## src/rtl/sevenseg_pkg.sv

```systemverilog
// Shared definitions for seven-segment display capture: segment patterns,
// FSM state encoding and the pattern/strobe decode helpers.
package sevenseg_pkg;

    localparam logic [6:0] SEG_0 = 7'h7E;
    localparam logic [6:0] SEG_1 = 7'h30;
    localparam logic [6:0] SEG_2 = 7'h6D;
    localparam logic [6:0] SEG_3 = 7'h79;
    localparam logic [6:0] SEG_4 = 7'h33;
    localparam logic [6:0] SEG_5 = 7'h5B;
    localparam logic [6:0] SEG_6 = 7'h5F;
    localparam logic [6:0] SEG_7 = 7'h70;
    localparam logic [6:0] SEG_8 = 7'h7F;
    localparam logic [6:0] SEG_9 = 7'h7B;

    typedef enum logic [1:0] {
        ST_IDLE   = 2'd0,
        ST_SETTLE = 2'd1,
        ST_HELD   = 2'd2
    } state_t;

    // Returns {legal, bcd}; blank and every non-digit pattern are illegal.
    function automatic logic [4:0] seg_decode(input logic [6:0] s);
        logic [4:0] r;
        case (s)
            SEG_0:   r = {1'b1, 4'd0};
            SEG_1:   r = {1'b1, 4'd1};
            SEG_2:   r = {1'b1, 4'd2};
            SEG_3:   r = {1'b1, 4'd3};
            SEG_4:   r = {1'b1, 4'd4};
            SEG_5:   r = {1'b1, 4'd5};
            SEG_6:   r = {1'b1, 4'd6};
            SEG_7:   r = {1'b1, 4'd7};
            SEG_8:   r = {1'b1, 4'd8};
            SEG_9:   r = {1'b1, 4'd9};
            default: r = 5'b0_0000;
        endcase
        return r;
    endfunction

    function automatic logic an_onehot(input logic [3:0] a);
        return (a == 4'b1110) || (a == 4'b1101) || (a == 4'b1011) || (a == 4'b0111);
    endfunction

    function automatic logic [1:0] an_pos(input logic [3:0] a);
        logic [1:0] p;
        case (a)
            4'b1101: p = 2'd1;
            4'b1011: p = 2'd2;
            4'b0111: p = 2'd3;
            default: p = 2'd0;
        endcase
        return p;
    endfunction

endpackage

```

## src/rtl/seg2bcd.sv

```systemverilog
// Combinational seven-segment pattern to BCD lookup.
module seg2bcd
    import sevenseg_pkg::*;
(
    input  logic [6:0] seg,
    output logic [3:0] bcd,
    output logic       legal
);

    always_comb begin
        {legal, bcd} = seg_decode(seg);
    end

endmodule

```

## src/rtl/sevenseg_capture.sv

```systemverilog
// Captures the four digits shown on a multiplexed seven-segment display once
// each segment/anode pair has been stable for STABLE_CYCLES sampled cycles.
//
//   state     | meaning
//   ST_IDLE   | sampled strobe not one-hot, nothing to track
//   ST_SETTLE | one-hot strobe seen, counting stable cycles
//   ST_HELD   | value captured, waiting for the pins to change
module sevenseg_capture
    import sevenseg_pkg::*;
#(
    parameter int unsigned STABLE_CYCLES = 4
) (
    input  logic        clk,
    input  logic        rst_n,
    input  logic [6:0]  seg,
    input  logic [3:0]  an,
    output logic [15:0] digits,
    output logic [3:0]  digit_valid,
    output logic        frame_done,
    output logic        err,
    output logic [1:0]  err_pos
);

    localparam logic [3:0] CNT_MAX = 4'(STABLE_CYCLES);

    logic [3:0] an_s, an_p;
    logic [6:0] seg_s, seg_p;
    state_t     state, state_n;
    logic [3:0] cnt, cnt_n;
    logic [3:0] mask;
    logic       capture;
    logic       same;
    logic       onehot;
    logic [1:0] pos;
    logic [3:0] mask_set;
    logic [3:0] dec_bcd;
    logic       dec_legal;

    seg2bcd u_dec (
        .seg   (seg_s),
        .bcd   (dec_bcd),
        .legal (dec_legal)
    );

    // Second stage holds last cycle's sample so stability is judged on sampled values only.
    always_ff @(posedge clk or negedge rst_n) begin
        if (!rst_n) begin
            an_s  <= 4'b1111;
            seg_s <= 7'd0;
            an_p  <= 4'b1111;
            seg_p <= 7'd0;
        end else begin
            an_s  <= an;
            seg_s <= seg;
            an_p  <= an_s;
            seg_p <= seg_s;
        end
    end

    assign same     = ({an_s, seg_s} == {an_p, seg_p});
    assign onehot   = an_onehot(an_s);
    assign pos      = an_pos(an_s);
    assign mask_set = mask | ~an_s;

    always_ff @(posedge clk or negedge rst_n) begin
        if (!rst_n) begin
            state <= ST_IDLE;
            cnt   <= 4'd0;
        end else begin
            state <= state_n;
            cnt   <= cnt_n;
        end
    end

    always_comb begin
        state_n = state;
        cnt_n   = cnt;
        capture = 1'b0;
        case (state)
            ST_IDLE: begin
                if (onehot) begin
                    state_n = ST_SETTLE;
                    cnt_n   = 4'd1;
                end else begin
                    cnt_n = 4'd0;
                end
            end
            ST_SETTLE: begin
                if (!onehot) begin
                    state_n = ST_IDLE;
                    cnt_n   = 4'd0;
                end else if (!same) begin
                    cnt_n = 4'd1;
                end else begin
                    cnt_n = (cnt < CNT_MAX) ? cnt + 4'd1 : CNT_MAX;
                    if (cnt_n == CNT_MAX) begin
                        capture = 1'b1;
                        state_n = ST_HELD;
                    end
                end
            end
            ST_HELD: begin
                if (!same) begin
                    if (onehot) begin
                        state_n = ST_SETTLE;
                        cnt_n   = 4'd1;
                    end else begin
                        state_n = ST_IDLE;
                        cnt_n   = 4'd0;
                    end
                end
            end
            default: begin
                state_n = ST_IDLE;
                cnt_n   = 4'd0;
            end
        endcase
    end

    always_ff @(posedge clk or negedge rst_n) begin
        if (!rst_n) begin
            digits      <= 16'd0;
            digit_valid <= 4'd0;
            frame_done  <= 1'b0;
            err         <= 1'b0;
            err_pos     <= 2'd0;
            mask        <= 4'd0;
        end else begin
            frame_done <= 1'b0;
            err        <= 1'b0;
            if (capture) begin
                if (dec_legal) begin
                    digits[{pos, 2'b00} +: 4] <= dec_bcd;
                    digit_valid[pos]          <= 1'b1;
                    if (mask_set == 4'b1111) begin
                        frame_done <= 1'b1;
                        mask       <= 4'd0;
                    end else begin
                        mask <= mask_set;
                    end
                end else begin
                    digit_valid[pos] <= 1'b0;
                    err              <= 1'b1;
                    err_pos          <= pos;
                    mask             <= 4'd0;
                end
            end
        end
    end

endmodule

```

## config.mk

```make
export PLATFORM = sky130hd
export DESIGN_NAME = sevenseg_capture
export DESIGN_NICKNAME = d
export VERILOG_FILES = /design/src/rtl/sevenseg_pkg.sv /design/src/rtl/seg2bcd.sv /design/src/rtl/sevenseg_capture.sv
export SDC_FILE = /design/constraint.sdc
export NUM_CORES = 1
export LEC_CHECK = 0
export CORE_ASPECT_RATIO = 2
export CORE_MARGIN = 4
export CORE_UTILIZATION = 33
export CTS_CLUSTER_DIAMETER = 50
export DETAILED_ROUTE_END_ITERATION = 6
export GPL_ROUTABILITY_DRIVEN = 0
export PLACE_DENSITY_LB_ADDON = 0.08
export SLEW_MARGIN = 20
export SYNTH_ARGS = -nofsm -noshare
export SYNTH_HDL_FRONTEND = slang
export SYNTH_SLANG_ARGS = --single-unit
```

## constraint.sdc

```tcl
create_clock -name clk -period 2.8 [get_ports clk]
set_input_delay 0.56 -clock clk [delete_from_list [all_inputs] [get_ports clk]]
set_output_delay 0.56 -clock clk [all_outputs]
set_load 0.02 [all_outputs]
```

# == Word-level counts from Yosys, hierarchy flattened ==
# Index checks and enable logic that the tools add are counted.
# W data, S select, Z words.
# word_totals
input_bits,13
output_inout_bits,24
wordCells,86
regBits,56
# op_classes
n_eq_ne,23
add_sub_neg,2
muxes,30
n_bitwise,6
n_lt_le_gt_ge,3
n_shift,2
reduce_logical,8
# op_table
operator,n
$eq A7 B7 Y1 const B,8
$pmux W5 S10,1
$mux W4,7
$bwmux W16,1
$eq A4 B4 Y1 const B,4
$shift A4 B6 Y16 const A,1
$shiftx A4 B6 Y16,1
$eq A7 B6 Y1 const B,2
$mux W1,12
$pmux W2 S3,2
$pmux W4 S3,1
$eq A11 B11 Y1,1
$mux W2,5
$eq A4 B3 Y1 const B,2
$not A4 Y4,2
$or A4 B4 Y4,2
$ne A3 B3 Y1 const B,2
$neg A4 Y6,1
$add A4 B1 Y4 const B,1
$and A4 B4 Y4,1
$lt A4 B3 Y1 const B,1
$ne A2 B2 Y1 const B,2
$reduce_and A2 Y1,2
$reduce_and A4 Y1,1
9 further kinds,11

# == Logic depth before layout (Yosys ltp) ==
# Gate-level depths: netlist of the first run.
# depth
word_depth,9
depth_mapped,9
ltp_nobuf,8

# == By module ==
# A second synthesis of the first run with hierarchy kept.
# hier_totals
hier_cells,230
hier_area_um2,2573.7
# modules_own_cells
mod,n_inst,cells_each,area_per_inst_um2
sevenseg_capture,1,202,2389.8
seg2bcd,1,28,183.9

# == Worst setup path before layout of the first run ==
# No wires, ideal clock.
# synth_timing
path_type,register -> register
startpoint,register an_s[3]
endpoint,register digits[10]
required_time_ns,2.675
path_stages_with_launch,8
synth_period_minus_slack_ns,2.465
path_slack_ns,0.335
path_buffers,2
arrival_ns,2.340
path_cell_list,dfstp_2 > buf_2 > xor2_1 > a2bb2oi_1 > or3b_2 > buf_6 > a2111oi_4 > mux2_4
# synth_via
elab_chain_len,7
elab_cells_between_ends,17
cone_classes,add/sub: 1; eq/ne: 5; shift: 2; mux: 5; reduce/logical: 4
# synth_rtl
element,line_no,source
from (decl),sevenseg_capture.sv:26,"logic [3:0] an_s, an_p;"
from (signal assigned),sevenseg_capture.sv:53,an_s <= an;
branches (longest 7 deep; another with $neg A4 Y6),n/a,
to (signal assigned),sevenseg_capture.sv:122,digits <= 16'd0;
"to (signal, indexed assignment)",sevenseg_capture.sv:133,"digits[{pos, 2'b00} +: 4] <= dec_bcd;"
to (decl),sevenseg_capture.sv:17,"output logic [15:0] digits,"
# Several ways; the timed one is not identified.
# A chain may end at the register's enable or synchronous reset.

# == Worst setup path in the final report of the first run ==
# layout_timing
startpoint,register seg_s[5]
endpoint,register digits[7]
# layout_via
elab_chain_len,5
elab_cells_between_ends,18
cone_classes,eq/ne: 11; shift: 1; mux: 5; reduce/logical: 1
# layout_rtl
element,line_no,source
from (decl),sevenseg_capture.sv:27,"logic [6:0] seg_s, seg_p;"
from (signal assigned),sevenseg_capture.sv:54,seg_s <= seg;
branches (longest 5 deep; another with $shiftx A4 B6 Y16),n/a,
# Several ways; the timed one is not identified.

==> results.yml, run 1 <==
place:
  place_area_mm2: 0.00324
  dp_hpwl_mm: 4.63
  port-buffer-count: 36
die:
  core-area_mm2: 0.00829
  die_area_mm2: 0.0101
  pin_count: 37
  die_h_um: 138
  die_w_um: 73.1
  initial_core_util_pct: 33.7
  rows: 47
timing:
  finalClockSkew_ns: 0.00542
  worst_pin_slew_ns: 0.531
  fin_tns_setup_ns: 0
  max_freq_mhz: 381
  finalHoldViolCount: 0
  min_period_ns: 2.62
  finalMaxSlewViolations: 0
  rsz0062_at_grt: "false"
  slew_headroom_pct: 64.1
  min_period_over_period_pct: 93.7
  setup_viol: 0
layout:
  layout_commonest_cell: "dfrtp_1"
  areaGrowthSynthToFinish_pct: 22.3
  antenna_cells: 0
  drive_gt1_share_pct: 23.7
  fin_area_mm2: 0.00342
  layout_common_cells: "dfrtp_1 (48), clkdlybuf4s50_1 (35), inv_1 (15)"
  nNetsFinal: 287
worst_setup_path:
  r2r_start: "seg_s[5]"
  crit_type: "flop to flop"
  worstPathRequired_ns: 2.98
  crit_path_end_kind: "flop"
  ff2ff_path_depth: 5
  critPathLaunchType: "flop"
  crit_arrival_ns: 2.80
  path_max_fanout: 12
  r2r-end: "digits[7]"
  reg2reg_setup_slack_ns: 0.18
cts:
  numClockSinks: 56
  cts_buffer_depth: 2
  cts-resized-gates: 0
  clk_pin_slew_ns: 0.07
  clock_latency_ns: 0.29
  cts_tree: "built"
  cts.htree.levels: 2
  cts_setup_buffers: 0
  cts_buffers: 5
  root_buffer: "clkbuf_16"
  cts_hold_buf: 0
drt:
  routed_wl_mm: 6.00
  drcViolationCount: 0
  via_per_inst: 5.07
  dr.pass1.iters: 5
  antenna_left: 0
  wl_per_cell_um: 16.3
  first_iter_violations: 115
  vias: 1866
synth:
  avgSynthCellArea_um2: 12.2
  synth_nets: 247
  yosysSeqAreaShare_pct: 50.4
  syn-cell-area_mm2: 0.00280
  synth_warnings: 0
  synthFlopType: "dfrtp_1"
  synthCells: 229
  ys_seq_elements: 56
  synth_cell_types: 52
  synth-edff-count: 0
  synth-async-reset-ratio_pct: 100
outcome:
  outcome: "completed"
global_routing:
  overflow: 0
  grt_usage_pct: 13.2
  met3_usage_pct: 2.18
  antenna_found_initial: 0
  grt_max_degree: 45
  use_met2_pct: 23.6
  grt_pass1_vias: 1975
  grt_busiest_layer: "met2"
  grt_pass1_wl_mm: 10.1
  use_met1_pct: 14.3
power_and_ir_drop:
  p_leak_uw: 0.00144
  vdd_drop_max_uv: 359
  power.density_mw_per_mm2: 507
run:
  cap_viol_max_count: 0
hold_path:
  hp-class: "primary input to async pin"
==> per-layer routing <==
metal | vias up | wire [µm]
li1 | 899 | -
met1 | 914 | 2310
met2 | 44 | 3310
met3 | 9 | 208
met4 | 0 | 171
met5 | - | 0
==> metrics by stage <==
| stage | worst slack (ns) | total power (µW) | hold slack [ns] | cells | util (%) |
|---|---|---|---|---|---|
| floorplan | 0.335 | 960 | 0.264 | 229 | - |
| global placement | 0.205 | 1010 | 0.399 | 360 | 39.0 |
| detailed placement | 0.176 | 1010 | 0.402 | 360 | 39.0 |
| CTS | 0.170 | 1770 | 0.412 | 368 | 41.2 |
| global route | 0.0393 | 1820 | 0.301 | 368 | 41.3 |
| finish | 0.177 | 1740 | 0.250 | 368 | 41.3 |
==> cell usage after synthesis (2+ instances only) <==
library cell	instances	share of area [%]
nand4_1	6	1.3
inv_1	15	2.0
nor2_1	11	1.5
and3_2	5	1.3
a21oi_1	7	1.3
buf_2	4	0.72
o21ai_0	6	1.1
clkbuf_8	2	0.98
o31a_1	2	0.63
xor2_1	5	1.6
nand3_1	5	0.89
nor3_1	6	1.1
dfrtp_1	48	43
a31oi_1	4	0.89
and3_1	2	0.45
nand2b_1	2	0.45
xnor2_1	10	3.1
a211o_1	2	0.63
mux2_4	12	6.4
a2111oi_4	4	3.9
nor2b_1	2	0.45
dfstp_2	8	7.5
mux2_2	8	3.2
nor3b_1	3	0.80
nand2_1	10	1.3
ha_1	5	2.2
or3_1	2	0.45
nor4_1	5	1.1
buf_6	5	2.0
==> where the power goes <==
group | internal [µW] | switching (µW)
logic | 58.0 | 79.0
registers | 833 | 25.3
clock network | 471 | 269
total | 1360 | 373
==> worst max-delay path, cell delays in order, from the launching register on <==
cell and delay [ns]:
dfrtp_1 0.55, or4b_4 0.52, o32a_1 0.20, o22a_4 0.30
a2111oi_4 0.59, mux2_4 0.34
==> worst max path at each step <==
| stage | startpoint | endpoint | slack [ns] |
|---|---|---|---|
| floorplan | an_s[3] | digits[10] | 0.33 |
| global placement | an_s[2] | digits[5] | 0.20 |
| detailed placement | an_s[2] | digits[7] | 0.18 |
| CTS | an_s[2] | digits[7] | 0.17 |
| global route | an_s[3] | digits[11] | 0.04 |
| finish | seg_s[5] | digits[7] | 0.18 |
==> state kept, by name (all words and copies together) (netlist names), named ones only <==
name and cells:
seg_s 7, err_pos 2, digits 16, err 1, cnt 4, frame_done 1
state 2, mask 4, an_p 4, seg_p 7, an_s 4
==> layout make-up <==
type / count / area [µm²]
fill: 806 / 4870
sequential: 56 / 1410
timing repair buffer: 46 / 433
tap: 98 / 123
clock inverter: 1 / 30.0
inverter: 15 / 56.3
multi-input combinational: 145 / 1210
clock buffer: 7 / 153
==> cell families (layout without fill, tap and decap cells) <==
family / after synthesis / in the layout / synth area share [%]
flops: 56 / 56 / 50.4
xor+xnor: 15 / 15 / 4.70
mux: 20 / 20 / 9.66
compound gates: 38 / 38 / 12.9
simple gates: 67 / 67 / 14.0
buf+inv: 28 / 69 / 6.13
fa+ha+maj: 5 / 5 / 2.24
Note: power is estimated with default switching activity, not from simulation.
==> run 2, diff against run 1 <==
- CTS_CLUSTER_DIAMETER: 50 -> 40
- clock period: 2.8 -> 3.15 ns (I/O delays scaled with it)
==> results.yml, run 2 (synthesized netlist as in run 1, its figures left out) <==
timing:
  setup_viol: 0
  worst_pin_slew_ns: 0.662
  max_freq_mhz: 380
  finalHoldViolCount: 0
  setup_ws_ns: 0.517
  finalMaxSlewViolations: 0
  timing.hold.ws_ns: 0.304
  slew_headroom_pct: 55.3
  finalClockSkew_ns: 0.00628
  min_period_ns: 2.63
  fin_tns_setup_ns: 0
  min_period_over_period_pct: 83.6
  rsz0062_at_grt: "false"
global_routing:
  grt_max_degree: 57
  grt_usage_pct: 13.1
  grt_pass1_wl_mm: 10.1
  antenna_found_initial: 0
  grt_pass1_vias: 1906
  overflow: 0
layout:
  layout_common_cells: "dfrtp_1 (48), clkdlybuf4s50_1 (35), inv_1 (15)"
  drive_gt1_share_pct: 22.3
  layout_commonest_cell: "dfrtp_1"
  multi_input_area_mm2: 0.00121
  nFillCells: 806
  regArea_mm2: 0.00141
  fin_area_mm2: 0.00335
  antenna_cells: 0
  nNetsFinal: 282
  largest_reg_flops: 16
  areaGrowthSynthToFinish_pct: 19.9
  reg.largest.list: "digits (16), seg_p (7), seg_s (7)"
  regMostFlops: "digits"
power_and_ir_drop:
  intPower_uw: 1080
  power_uw: 1430
  p_clk_share_pct: 38.5
  seqPwrFrac_pct: 53.4
  switching_share_pct: 24.5
  combPwrFrac_pct: 8.1
  power.density_mw_per_mm2: 428
  switching_power_uw: 351
  vdd_drop_max_uv: 315
  p_leak_uw: 0.00141
die:
  rows: 47
  core-area_mm2: 0.00829
  die_area_mm2: 0.0101
  initial_core_util_pct: 33.7
  die_w_um: 73.1
  die_h_um: 138
  pin_count: 37
worst_setup_path:
  ff2ff_path_depth: 5
  crit_type: "flop to flop"
  cp_cell_sequence: "or4b_4, o32a_1, o22a_4, a2111oi_4, mux2_4"
  critical-path-max-stage-delay_ns: 0.58
  cp_num_cells: 5
  cp_slowest_cell: "a2111oi_4"
  crit_arrival_ns: 2.82
  worstPathRequired_ns: 3.33
  path_max_fanout: 12
  r2r-end: "digits[6]"
  crit_family: "compound AO/OA/AOI/OAI gates"
  crit_buf_inv: 0
  r2r_start: "seg_s[5]"
  crit_path_end_kind: "flop"
  critPathLaunchType: "flop"
  reg2reg_setup_slack_ns: 0.52
cts:
  cts_buffers: 5
  cts_hold_buf: 0
  cts_buffer_depth: 2
  clock_latency_ns: 0.30
  cts.htree.levels: 2
  root_buffer: "clkbuf_16"
  numClockSinks: 56
  cts-resized-gates: 0
  clk_pin_slew_ns: 0.07
  cts_tree: "built"
  cts_setup_buffers: 0
drt:
  first_iter_violations: 96
  antenna_left: 0
  drcViolationCount: 0
  wl_per_cell_um: 16.7
  vias: 1828
  dr.pass1.iters: 4
  via_per_inst: 5.04
  routed_wl_mm: 6.06
place:
  place_ws_ns: 0.500
  port-buffer-count: 36
  dp_hpwl_mm: 4.60
  place_area_mm2: 0.00321
hold_path:
  hp-class: "primary input to async pin"
outcome:
  outcome: "completed"
run:
  cap_viol_max_count: 0
## run 2: changes by cell type in the layout (fill, tap and decap cells not counted), sizes merged
cell    delta
buf        -5
bufinv     -1
clkbuf     -2
clkinv     +3
## run 2: metal layers
layer | up-vias | track usage, % | share of wire [%]
li1 | 888 | - | -
met1 | 904 | 15.0 | 40
met2 | 29 | 23.3 | 56
met3 | 7 | 2.18 | 2.9
met4 | 0 | 4.96 | 1.8
met5 | - | 0 | 0
## run 2: worst max-delay path by stage
stage / startpoint / endpoint / slack (ns)
6_report: seg_s[5] / digits[6] / 0.52
4_1_cts: an_s[2] / digits[6] / 0.49
3_3_place_gp: an_s[1] / digits[5] / 0.53
5_1_grt: an_s[3] / digits[11] / 0.33
2_1_floorplan: an_s[3] / digits[10] / 0.68
3_5_place_dp: an_s[2] / digits[6] / 0.50
## run 2: layout make-up
class                           count  area share [%]
Clock buffer                        5            3.73
Multi-Input combinational cell    145            36.2
Inverter                           15            1.68
Timing Repair Buffer               41            12.1
Tap cell                           98            3.66
Clock inverter                      3           0.559
Sequential cell                    56            42.1
## run 2: power groups by stage
stage          Sequential, µW  Clock [µW]  Combinational, µW
2_1_floorplan             764           0               90.1
3_3_place_gp              779           0                119
3_5_place_dp              780           0                120
4_1_cts                   766         578                120
5_1_grt                   769         596                132
6_report                  766         552                117
## run 2: through the flow
| stage | utilization, % | std cells |
|---|---|---|
| CTS | 40.5 | 363 |
| global placement | 38.7 | 355 |
| global route | 40.5 | 363 |
| finish | 40.5 | 363 |
| detailed placement | 38.7 | 355 |
| floorplan | - | 229 |
